## config.mk

```make
export PLATFORM = sky130hd
export DESIGN_NAME = hp_div_seq
export DESIGN_NICKNAME = d
export VERILOG_FILES = /design/src/rtl/hp_pkg.sv /design/src/rtl/hp_round_pack.sv /design/src/rtl/hp_div_seq.sv
export SDC_FILE = /design/constraint.sdc
export NUM_CORES = 1
export LEC_CHECK = 0
export ABC_AREA = 1
export CELL_PAD_IN_SITES_DETAIL_PLACEMENT = 1
export CELL_PAD_IN_SITES_GLOBAL_PLACEMENT = 2
export CORE_ASPECT_RATIO = 0.6
export CORE_MARGIN = 2
export CORE_UTILIZATION = 28
export DETAILED_ROUTE_END_ITERATION = 8
export PLACE_DENSITY = 0.83
export SYNTH_ARGS = -nofsm -noshare
export SYNTH_HDL_FRONTEND = slang
export SYNTH_HIERARCHICAL = 1
export SYNTH_SLANG_ARGS = --single-unit
```

## constraint.sdc

```tcl
create_clock -name clk -period 2.5 [get_ports clk]
set_input_delay 0.5 -clock clk [delete_from_list [all_inputs] [get_ports clk]]
set_output_delay 0.5 -clock clk [all_outputs]
set_load 0.1 [all_outputs]
```

## src/rtl/hp_pkg.sv

```systemverilog
// Package hp_pkg: shared binary16 constants, operand classification and
// flag bit positions for the half-precision arithmetic blocks (hp_mul, hp_div_seq).
// Contents:
//   EXP_W / FRAC_W / EXP_BIAS : binary16 field layout
//   QNAN / PINF               : canonical quiet NaN and positive infinity
//   FLAG_*                    : bit positions inside the 4-bit flags vector
//   hp_class_e + classify()   : operand class, subnormals read as zero (DAZ)
//   div_state_e               : divider FSM states
package hp_pkg;

  localparam int unsigned EXP_W    = 5;
  localparam int unsigned FRAC_W   = 10;
  localparam int unsigned EXP_BIAS = 15;

  localparam logic [15:0] QNAN = 16'h7E00;
  localparam logic [15:0] PINF = 16'h7C00;

  // flags = {invalid, div_by_zero, overflow, underflow}
  localparam int unsigned FLAG_UNDERFLOW   = 0;
  localparam int unsigned FLAG_OVERFLOW    = 1;
  localparam int unsigned FLAG_DIV_BY_ZERO = 2;
  localparam int unsigned FLAG_INVALID     = 3;

  typedef enum logic [1:0] {
    ZERO = 2'd0,
    NORM = 2'd1,
    INF  = 2'd2,
    NAN  = 2'd3
  } hp_class_e;

  typedef enum logic [1:0] {
    ST_IDLE = 2'd0,
    ST_DIV  = 2'd1,
    ST_NORM = 2'd2,
    ST_DONE = 2'd3
  } div_state_e;

  // Classify the magnitude bits {exp, frac}; a zero exponent field is zero
  // regardless of the fraction, so subnormal inputs behave as zero.
  function automatic hp_class_e classify(input logic [14:0] mag);
    hp_class_e cls;
    if (mag[14:10] == 5'd0) begin
      cls = ZERO;
    end else if (mag[14:10] == 5'h1F) begin
      cls = (mag[9:0] != 10'd0) ? NAN : INF;
    end else begin
      cls = NORM;
    end
    return cls;
  endfunction

endpackage

```

## src/rtl/hp_round_pack.sv

```systemverilog
// hp_round_pack: combinational normalise / round / pack stage for binary16.
// Takes a 14-bit quotient-style significand in [2^12, 2^14), the remainder
// left by the division (only its non-zero-ness matters), a signed biased
// exponent and the result sign, and produces the packed binary16 result.
// Results that leave the normal range flush to zero or saturate to infinity.
// Ports:
//   quot      in  14  significand, leading one at bit 13 or bit 12
//   rem       in  12  remainder, contributes to sticky
//   exponent  in  7   signed biased exponent for a bit-13-aligned significand
//   sign      in  1   result sign
//   q         out 16  packed result
//   overflow  out 1   exponent reached 31 or more after rounding
//   underflow out 1   exponent reached 0 or less after rounding (flush to zero)
module hp_round_pack
  import hp_pkg::*;
#(
  parameter bit ROUND_NEAREST = 1'b1
) (
  input  logic [13:0] quot,
  input  logic [11:0] rem,
  input  logic [6:0]  exponent,
  input  logic        sign,
  output logic [15:0] q,
  output logic        overflow,
  output logic        underflow
);

  logic [9:0]        frac_s;
  logic [9:0]        frac_rnd_s;
  logic              guard_s;
  logic              sticky_s;
  logic              inc_s;
  logic              carry_s;
  logic signed [7:0] exp_norm_s;
  logic signed [7:0] exp_rnd_s;

  // Normalise so the hidden one is dropped and guard/sticky are split out.
  always_comb begin
    frac_s     = 10'd0;
    guard_s    = 1'b0;
    sticky_s   = 1'b0;
    exp_norm_s = $signed({exponent[6], exponent});
    if (quot[13]) begin
      frac_s   = quot[12:3];
      guard_s  = quot[2];
      sticky_s = (|quot[1:0]) | (|rem);
    end else begin
      frac_s     = quot[11:2];
      guard_s    = quot[1];
      sticky_s   = quot[0] | (|rem);
      exp_norm_s = $signed({exponent[6], exponent}) - 8'sd1;
    end
  end

  // Round to nearest even; an all-ones fraction carries into the exponent
  // and the 10-bit fraction wraps to zero, which is exactly 1.0 x 2^(e+1).
  always_comb begin
    inc_s = 1'b0;
    if (ROUND_NEAREST) begin
      inc_s = guard_s & (sticky_s | frac_s[0]);
    end else begin
      inc_s = 1'b0;
    end
    frac_rnd_s = frac_s + {9'd0, inc_s};
    carry_s    = inc_s & (&frac_s);
    exp_rnd_s  = exp_norm_s + $signed({7'd0, carry_s});
  end

  // Pack with saturation to infinity and flush to zero.
  always_comb begin
    q         = 16'h0000;
    overflow  = 1'b0;
    underflow = 1'b0;
    if (exp_rnd_s >= 8'sd31) begin
      q        = {sign, PINF[14:0]};
      overflow = 1'b1;
    end else if (exp_rnd_s <= 8'sd0) begin
      q         = {sign, 15'h0000};
      underflow = 1'b1;
    end else begin
      q = {sign, exp_rnd_s[4:0], frac_rnd_s};
    end
  end

endmodule

```

## src/rtl/hp_div_seq.sv

```systemverilog
// hp_div_seq: iterative binary16 divider q = a / b.
// Restoring radix-2 division of the 11-bit significands, one quotient bit per
// clock (14 bits), then one normalise/round cycle. Special operands bypass
// the iteration and finish in one cycle. One operation in flight.
// Ports:
//   clk        in   1   clock
//   rst        in   1   synchronous active-high reset, aborts any operation
//   in_valid   in   1   a/b valid
//   in_ready   out  1   accepting a/b (idle and not in reset)
//   a, b       in   16  dividend / divisor, binary16
//   out_valid  out  1   q/flags valid, held until out_ready
//   out_ready  in   1   consumer accepts result
//   q          out  16  quotient, binary16
//   flags      out  4   {invalid, div_by_zero, overflow, underflow}
module hp_div_seq
  import hp_pkg::*;
#(
  parameter bit ROUND_NEAREST = 1'b1
) (
  input  logic        clk,
  input  logic        rst,
  input  logic        in_valid,
  output logic        in_ready,
  input  logic [15:0] a,
  input  logic [15:0] b,
  output logic        out_valid,
  input  logic        out_ready,
  output logic [15:0] q,
  output logic [3:0]  flags
);

  div_state_e  state_r;
  logic [3:0]  cnt_r;
  logic [13:0] quot_r;
  logic [11:0] rem_r;
  logic [10:0] mb_r;
  logic [6:0]  exp_r;
  logic        sign_r;

  hp_class_e   cls_a_s;
  hp_class_e   cls_b_s;
  logic        sign_s;
  logic [6:0]  exp_s;
  logic        spec_hit_s;
  logic [15:0] spec_q_s;
  logic [3:0]  spec_flags_s;

  logic [11:0] diff_s;
  logic        qbit_s;
  logic [10:0] rsub_s;

  logic [15:0] rp_q_s;
  logic        rp_ovf_s;
  logic        rp_unf_s;

  assign in_ready = (state_r == ST_IDLE) && !rst;

  // Classify operands and resolve special cases in priority order.
  always_comb begin
    cls_a_s      = classify(a[14:0]);
    cls_b_s      = classify(b[14:0]);
    sign_s       = a[15] ^ b[15];
    exp_s        = {2'b00, a[14:10]} - {2'b00, b[14:10]} + 7'(EXP_BIAS);
    spec_hit_s   = 1'b1;
    spec_q_s     = 16'h0000;
    spec_flags_s = 4'b0000;
    if ((cls_a_s == NAN) || (cls_b_s == NAN)) begin
      spec_q_s = QNAN;
    end else if (((cls_a_s == ZERO) && (cls_b_s == ZERO)) ||
                 ((cls_a_s == INF) && (cls_b_s == INF))) begin
      spec_q_s                   = QNAN;
      spec_flags_s[FLAG_INVALID] = 1'b1;
    end else if (cls_b_s == ZERO) begin
      // a is finite nonzero (divide by zero) or infinite (inf / finite)
      spec_q_s                       = {sign_s, PINF[14:0]};
      spec_flags_s[FLAG_DIV_BY_ZERO] = (cls_a_s == NORM);
    end else if (cls_a_s == INF) begin
      spec_q_s = {sign_s, PINF[14:0]};
    end else if ((cls_b_s == INF) || (cls_a_s == ZERO)) begin
      spec_q_s = {sign_s, 15'h0000};
    end else begin
      spec_hit_s = 1'b0;
    end
  end

  // One restoring step: partial remainder stays below 2*mb, so a 12-bit
  // signed difference is enough and its sign gives the quotient bit.
  always_comb begin
    diff_s = rem_r - {1'b0, mb_r};
    qbit_s = ~diff_s[11];
    if (qbit_s) begin
      rsub_s = diff_s[10:0];
    end else begin
      rsub_s = rem_r[10:0];
    end
  end

  hp_round_pack #(
    .ROUND_NEAREST (ROUND_NEAREST)
  ) u_round_pack (
    .quot      (quot_r),
    .rem       (rem_r),
    .exponent  (exp_r),
    .sign      (sign_r),
    .q         (rp_q_s),
    .overflow  (rp_ovf_s),
    .underflow (rp_unf_s)
  );

  // Control FSM, iteration datapath and registered result.
  always_ff @(posedge clk) begin
    if (rst) begin
      state_r   <= ST_IDLE;
      out_valid <= 1'b0;
      q         <= 16'h0000;
      flags     <= 4'b0000;
      cnt_r     <= 4'd0;
      quot_r    <= 14'd0;
      rem_r     <= 12'd0;
      mb_r      <= 11'd0;
      exp_r     <= 7'd0;
      sign_r    <= 1'b0;
    end else begin
      case (state_r)
        ST_IDLE: begin
          if (in_valid) begin
            sign_r <= sign_s;
            if (spec_hit_s) begin
              q         <= spec_q_s;
              flags     <= spec_flags_s;
              out_valid <= 1'b1;
              state_r   <= ST_DONE;
            end else begin
              rem_r   <= {1'b0, 1'b1, a[9:0]};
              mb_r    <= {1'b1, b[9:0]};
              exp_r   <= exp_s;
              quot_r  <= 14'd0;
              cnt_r   <= 4'd0;
              state_r <= ST_DIV;
            end
          end
        end
        ST_DIV: begin
          quot_r <= {quot_r[12:0], qbit_s};
          rem_r  <= {rsub_s, 1'b0};
          cnt_r  <= cnt_r + 4'd1;
          if (cnt_r == 4'd13) begin
            state_r <= ST_NORM;
          end
        end
        ST_NORM: begin
          q         <= rp_q_s;
          flags     <= {2'b00, rp_ovf_s, rp_unf_s};
          out_valid <= 1'b1;
          state_r   <= ST_DONE;
        end
        ST_DONE: begin
          if (out_ready) begin
            out_valid <= 1'b0;
            state_r   <= ST_IDLE;
          end
        end
        default: begin
          out_valid <= 1'b0;
          state_r   <= ST_IDLE;
        end
      endcase
    end
  end

endmodule

```

=== After elaboration in Yosys (flattened, before gate mapping) ===
Index checks and enable logic that the tools add are counted.

* Register bits after elaboration: 72
* Input bits: 36
* Output and inout port bits: 22
* Word-level logic and storage cells: 123

* Add/sub/neg operators: 7
* Magnitude comparators: 2
* Equal/unequal tests: 16
* Mux-type cells: 54
* Bitwise gates (word level): 8
* Reductions and logical operators: 26

{| class="wikitable"
|+ Operators with widths
! operator !! count
|-
| two-way mux 16 bit || 7
|-
| case mux 16 bit (2 select lines) || 1
|-
| two-way mux 15 bit || 2
|-
| two-way mux 14 bit || 2
|-
| case mux 14 bit (2 select lines) || 1
|-
| two-way mux 12 bit || 2
|-
| case mux 12 bit (2 select lines) || 1
|-
| nonzero test 10 bit || 2
|-
| two-way mux 1 bit || 18
|-
| two-way mux 2 bit || 9
|-
| two-way mux 4 bit || 4
|-
| case mux 4 bit (2 select lines) || 2
|-
| == test 2 bit (second input constant) || 6
|-
| AND reduction 3 bit || 4
|-
| OR reduction 12 bit || 1
|-
| subtractor 12 x 11 -> 12 bit || 1
|-
| two-way mux 11 bit || 1
|-
| adder 10 x 1 -> 10 bit || 1
|-
| == test 5 bit (second input constant) || 2
|-
| zero test 5 bit || 2
|-
| two-way mux 10 bit || 1
|-
| inequality test 2 bit (second input constant) || 5
|-
| AND reduction 10 bit || 1
|-
| adder 8 x 2 -> 8 bit || 1
|-
| 24 further kinds || 36
|}

=== Longest topological paths before layout ===
* Depth after elaboration: 14
* Depth in mapped cells: 24
* Gate-level depth less buffers: 24

=== Cells and area by module ===
Netlist, hierarchy kept.

{| class="wikitable"
|+ By module, submodules not included
! module !! instances !! cells an instance !! area each (um2)
|-
| hp_div_seq || 1 || 635 || 4357.9
|-
| hp_round_pack || 1 || 178 || 905.9
|}

=== Least setup slack after synthesis ===
No wires, ideal clock.

* Path type: register -> register
* From: reg quot_r[13]
* To: reg q[10]
* Arrival time: 2.636 ns
* Setup slack: -0.254 ns
* Cell stages (with the launch flop): 24
* Path buffers: 2
* Clock period less this slack: 2.754 ns
* Cells stage by stage: dfxtp_1 buf_6 buf_4 nand2_1 o21ai_1 nand2_1 nor3_1 nand3_1 nor2_1 ha_1 ha_1 nand2_1 nor2_2 nand3_1 nand2_1 nand2_1 nor2_4 nand2_1 nand2_2 nand2_1 nand2_1 nand2_1 nor2_1 nor2_1

* Word-level cells in the longest chain between the ends: 9
* Elaborated cells on any way between the ends: 14
* Classes of those cells: add/sub (1); order compare (2); mux (7); bitwise (3); reduce/logical (1)

{| class="wikitable"
|+ RTL lines
! element !! line !! RTL
|-
| from (decl) || hp_div_seq.sv:34 || <nowiki>logic [13:0] quot_r;</nowiki>
|-
| from (signal assigned) || hp_div_seq.sv:144 || <nowiki>quot_r <= {quot_r[12:0], qbit_s};</nowiki>
|-
| two-way mux 1 bit or two-way mux 10 bit (tied branches) || hp_round_pack.sv:43 || <nowiki>if (quot[13]) begin</nowiki>
|-
| bitwise OR 1 bit || hp_round_pack.sv:60 || <nowiki>inc_s = guard_s & (sticky_s | frac_s[0]);</nowiki>
|-
| bitwise AND 1 bit || hp_round_pack.sv:60 ||
|-
| bitwise AND 1 bit || hp_round_pack.sv:65 || <nowiki>carry_s = inc_s & (&frac_s);</nowiki>
|-
| adder 8 x 2 -> 8 bit (*) || hp_round_pack.sv:66 || <nowiki>exp_rnd_s = exp_norm_s + $signed({7'd0, carry_s});</nowiki>
|-
| <= comparator 8 x 1 -> 1 bit || hp_round_pack.sv:77 || <nowiki>end else if (exp_rnd_s <= 8'sd0) begin</nowiki>
|-
| two-way mux 15 bit || hp_round_pack.sv:77 ||
|-
| two-way mux 15 bit (*) || hp_round_pack.sv:74 || <nowiki>if (exp_rnd_s >= 8'sd31) begin</nowiki>
|-
| named net rp_q_s[10] || hp_div_seq.sv:52 || <nowiki>logic [15:0] rp_q_s;</nowiki>
|-
| case mux 16 bit (2 select lines) (*) || hp_div_seq.sv:124 || <nowiki>case (state_r)</nowiki>
|-
| to (signal assigned) || hp_div_seq.sv:129 || <nowiki>q <= spec_q_s;</nowiki>
|-
| to (signal assigned) || hp_div_seq.sv:152 || <nowiki>q <= rp_q_s;</nowiki>
|-
| to (decl) || hp_div_seq.sv:28 || <nowiki>output logic [15:0] q,</nowiki>
|}

Mark *: on every way through the listed nets, which the timed path passes. The rest lies on a longest branch.
A chain may end at the register's enable or synchronous reset.

=== Worst setup path in the final report ===
* From: reg rem_r[1]
* To: reg q[6]

* Word-level cells in the longest chain between the ends: 11
* Elaborated cells on any way between the ends: 14
* Classes of those cells: add/sub (2); order compare (2); mux (4); bitwise (5); reduce/logical (1)

{| class="wikitable"
|+ RTL lines
! element !! line !! RTL
|-
| from (decl) || hp_div_seq.sv:35 || <nowiki>logic [11:0] rem_r;</nowiki>
|-
| from (signal assigned) || hp_div_seq.sv:134 || <nowiki>rem_r <= {1'b0, 1'b1, a[9:0]};</nowiki>
|-
| from (signal assigned) || hp_div_seq.sv:145 || <nowiki>rem_r <= {rsub_s, 1'b0};</nowiki>
|-
| OR reduction 12 bit (*) || hp_round_pack.sv:46, hp_round_pack.sv:50 ||
|-
| bitwise OR 1 bit (on tied branches) || hp_round_pack.sv:50, hp_round_pack.sv:46 ||
|-
| two-way mux 1 bit (*) || hp_round_pack.sv:43 ||
|-
| bitwise OR 1 bit (*) || hp_round_pack.sv:60 ||
|-
| bitwise AND 1 bit (*) || hp_round_pack.sv:60 ||
|-
| bitwise AND 1 bit || hp_round_pack.sv:65 ||
|-
| adder 8 x 2 -> 8 bit || hp_round_pack.sv:66 ||
|-
| <= comparator 8 x 1 -> 1 bit || hp_round_pack.sv:77 ||
|-
| two-way mux 15 bit || hp_round_pack.sv:77 ||
|-
| two-way mux 15 bit (*) || hp_round_pack.sv:74 ||
|-
| named net rp_q_s[6] || hp_div_seq.sv:52 ||
|-
| case mux 16 bit (2 select lines) (*) || hp_div_seq.sv:124 ||
|}

Marked as above.

==> out/qor.json <==
{
  "outcome": {"value": "finished, violations left"},
  "failed_checks": {"value": "setup timing"},
  "ys_seq_area_share": {"value": 27.4, "unit": "%"},
  "grt_use_total": {"value": 18.7, "unit": "%"},
  "floorplan.initialDensity": {"value": 28.8, "unit": "%"},
  "path_class": {"value": "reg -> reg"},
  "place_hpwl": {"value": 13900, "unit": "um"},
  "ys_ff_latch": {"value": 72},
  "core_area": {"value": 18300, "unit": "sq um"},
  "drv_cap": {"value": 0},
  "postSynthNetCount": {"value": 881},
  "wl": {"value": 18000, "unit": "um"},
  "floorplan_row_count": {"value": 38},
  "worst-slew-pin-transition": {"value": 432, "unit": "ps"},
  "antenna_found_initial": {"value": 0},
  "hold_fails_final_rpt": {"value": 0},
  "die_x": {"value": 181, "unit": "um"},
  "port_buffers": {"value": 57},
  "synth.avg_cell_area": {"value": 6.47, "unit": "sq um"},
  "cp.required": {"value": 2740, "unit": "ps"},
  "worst-path-max-fanout": {"value": 8},
  "num_antenna_cells": {"value": 0},
  "crit_path_end_kind": {"value": "register"},
  "drt-initial-drc-count": {"value": 289},
  "switching_share": {"value": 52.8, "unit": "%"},
  "start_kind": {"value": "register"},
  "route.antenna.remaining_nets": {"value": 0},
  "final_layout_size_suffix_gt1_share": {"value": 26.2, "unit": "%"},
  "clock_tree.htree_level_count": {"value": 3},
  "post_cts_hold_buffer_count": {"value": 0},
  "grt_pass1_vias": {"value": 5682},
  "die_y": {"value": 110, "unit": "um"},
  "netlist_instances": {"value": 813},
  "combPwrFrac": {"value": 67.1, "unit": "%"},
  "setup_violations": {"value": 17},
  "cts_made_buffers": {"value": 9},
  "part_of_the_total_power_dissipated_in_sequential_elements": {"value": 18.1, "unit": "%"},
  "synth-warning-count": {"value": 6},
  "drc_errors": {"value": 0},
  "synth_cell_type_count": {"value": 44},
  "power_density": {"value": 1240, "unit": "nW/um^2"},
  "fmaxAchievable": {"value": 352, "unit": "MHz"},
  "routed_via_density": {"value": 4.69},
  "design.final.nets": {"value": 1018},
  "ctsLongestPathBuffers": {"value": 2},
  "dp.cells": {"value": 1168},
  "cts_tree": {"value": "yes"},
  "switchingPower": {"value": 4.77, "unit": "mW"},
  "fin_cells": {"value": 1195},
  "layout_worst_path_cycle_share": {"value": 114, "unit": "%"},
  "report.final.slew_viol_count": {"value": 0},
  "synthesis.area": {"value": 5260, "unit": "sq um"},
  "skew_pair_late_insertion_delay": {"value": 350, "unit": "ps"},
  "finClkSkew": {"value": 12.3, "unit": "ps"},
  "area_growth": {"value": 38.5, "unit": "%"},
  "detailroute.via_count": {"value": 5610},
  "clkSinkCount": {"value": 72},
  "cellInternalPower": {"value": 4.26, "unit": "mW"},
  "setup_slack": {"value": -344, "unit": "ps"},
  "layout_common_cells": {"value": "sky130_fd_sc_hd__nand2_1 (196), sky130_fd_sc_hd__buf_4 (113), sky130_fd_sc_hd__nor2_1 (106), sky130_fd_sc_hd__inv_1 (85), sky130_fd_sc_hd__dfxtp_1 (69)"},
  "drtPass1Iterations": {"value": 4},
  "wl_per_cell": {"value": 15.1, "unit": "um"},
  "grt.overflow.total": {"value": 0},
  "hp-class": {"value": "reg -> reg"},
  "finalCriticalPeriod": {"value": 2840, "unit": "ps"},
  "design.die.area": {"value": 19900, "unit": "sq um"},
  "cts.reportedPaths.clkPinSlew": {"value": 70, "unit": "ps"},
  "relSlewSlack": {"value": 71.0, "unit": "%"},
  "grt_pass1_wl": {"value": 29800, "unit": "um"},
  "fin_worst_hold_slack": {"value": 477, "unit": "ps"},
  "gp_congestion": {"value": 0.833},
  "clock-root-buffer": {"value": "sky130_fd_sc_hd__clkbuf_16"},
  "static-leakage-power": {"value": 3.36, "unit": "nW"},
  "clockPowerShare": {"value": 14.8, "unit": "%"},
  "power.ir.vdd_worst": {"value": 0.485, "unit": "mV"},
  "crit_arrival": {"value": 3080, "unit": "ps"},
  "layout_commonest_cell": {"value": "sky130_fd_sc_hd__nand2_1"},
  "detailedPlace.worstSlack": {"value": -459, "unit": "ps"},
  "grt_setup_unrepaired": {"value": "yes"},
  "io_pins": {"value": 58},
  "grt_max_degree": {"value": 21}
}
[power by group through the flow]
stage / combinational, mW / sequential (mW) / clock, mW
2_1_floorplan: 3.36 / 2.30 / 0
3_3_place_gp: 5.53 / 1.61 / 0
3_5_place_dp: 5.64 / 1.62 / 0
4_1_cts: 5.89 / 1.62 / 1.37
5_1_grt: 6.73 / 1.67 / 1.41
6_report: 6.06 / 1.63 / 1.34
[per-stage QoR]
stage               setup TNS (ps)  cell area [sq um]  power (mW)  utilization, %
finish                       -5010               7290        9.03            39.9
global placement             -5200               6650        7.14            36.4
CTS                          -5210               7120        8.88            39.0
floorplan                     -277               5320        5.66               -
global route                 -8150               7290        9.81            39.9
detailed placement           -8500               6650        7.27            36.4
[final timing paths]
| path | from | to | slack (ps) | cells past startpoint |
|---|---|---|---|---|
| worst max-delay path | rem_r[1] | q[6] | -340 | 21 |
| worst min-delay path | mb_r[0] | mb_r[0] | 480 | 2 |
| worst max register to register | rem_r[1] | q[6] | -340 | 21 |
| worst min register to register | mb_r[0] | mb_r[0] | 480 | 2 |
[cells in the mapped netlist (all sizes together)]
| cell type | instances | share of area, % |
|---|---|---|
| a211oi | 1 | 0.14 |
| a21o | 1 | 0.14 |
| a21oi | 66 | 7.4 |
| a31oi | 3 | 0.36 |
| and2 | 2 | 0.33 |
| buf | 18 | 2.8 |
| clkbuf | 12 | 0.86 |
| clkinv | 2 | 0.17 |
| dfxtp | 72 | 27 |
| fa | 2 | 0.76 |
| ha | 30 | 7.1 |
| inv | 88 | 6.3 |
| mux2i | 2 | 0.38 |
| nand2 | 221 | 16 |
| nand3 | 69 | 8.4 |
| nand3b | 2 | 0.52 |
| nand4 | 9 | 1.4 |
| nor2 | 127 | 9.5 |
| nor3 | 3 | 0.29 |
| nor4 | 3 | 0.36 |
| o21ai | 56 | 5.4 |
| o22ai | 2 | 0.24 |
| or2 | 4 | 0.48 |
| xnor2 | 10 | 1.7 |
| xor2 | 8 | 1.3 |
[critical path, stage by stage (launching register included)]
cell,delay (ps)
sky130_fd_sc_hd__dfxtp_2,330
sky130_fd_sc_hd__nor4_2,260
sky130_fd_sc_hd__buf_4,160
sky130_fd_sc_hd__nand3_4,70
sky130_fd_sc_hd__a211oi_2,170
sky130_fd_sc_hd__nand3_1,120
sky130_fd_sc_hd__nand2_2,90
sky130_fd_sc_hd__nor2_2,40
sky130_fd_sc_hd__ha_2,210
sky130_fd_sc_hd__ha_4,180
sky130_fd_sc_hd__nand2_4,80
sky130_fd_sc_hd__buf_4,100
sky130_fd_sc_hd__nand2_1,60
sky130_fd_sc_hd__inv_2,70
sky130_fd_sc_hd__nand3_2,60
sky130_fd_sc_hd__nor2_2,110
sky130_fd_sc_hd__nand2_2,90
sky130_fd_sc_hd__nand4_4,150
sky130_fd_sc_hd__buf_12,160
sky130_fd_sc_hd__nor2_4,30
sky130_fd_sc_hd__a21oi_1,140
sky130_fd_sc_hd__nor2_1,60
[cell families after synthesis]
kind of cell	count (synthesis)	synth area share (%)
compound gates	129	13.7
simple gates	440	37.6
fa+ha+maj	32	7.89
flops	72	27.4
mux	2	0.380
buf+inv	120	10.1
xor+xnor	18	2.99
[layout make-up]
class                           instances  area, sq um
Clock buffer                            9          225
Inverter                               90          344
Timing Repair Buffer                  156         1340
Clock inverter                          7         70.1
Fill cell                            2331        11000
Sequential cell                        72         1450
Multi-Input combinational cell        621         3570
Tap cell                              240          300
[registers in the layout, summed over array words and instances, names as in the netlist]
| register | flops |
|---|---|
| q | 16 |
| quot_r | 14 |
| rem_r | 12 |
| mb_r | 11 |
| exp_r | 7 |
| cnt_r | 4 |
| flags | 4 |
| state_r | 2 |
| out_valid | 1 |
| sign_r | 1 |
[per-layer routing]
layer	vias to the layer above	routed length [um]	track usage (%)
met2	69	7480	28.8
met4	0	126	3.66
met1	2646	9880	27.6
met5	-	0	0
li1	2884	-	-
met3	11	559	3.06
[repair_timing]
action,in CTS,in global routing
buffers inserted,6,5
gates resized for setup,33,36
endpoints found under the setup margin,17,40
pin swaps,29,31
No activity file was read; power rests on OpenSTA's default activity.
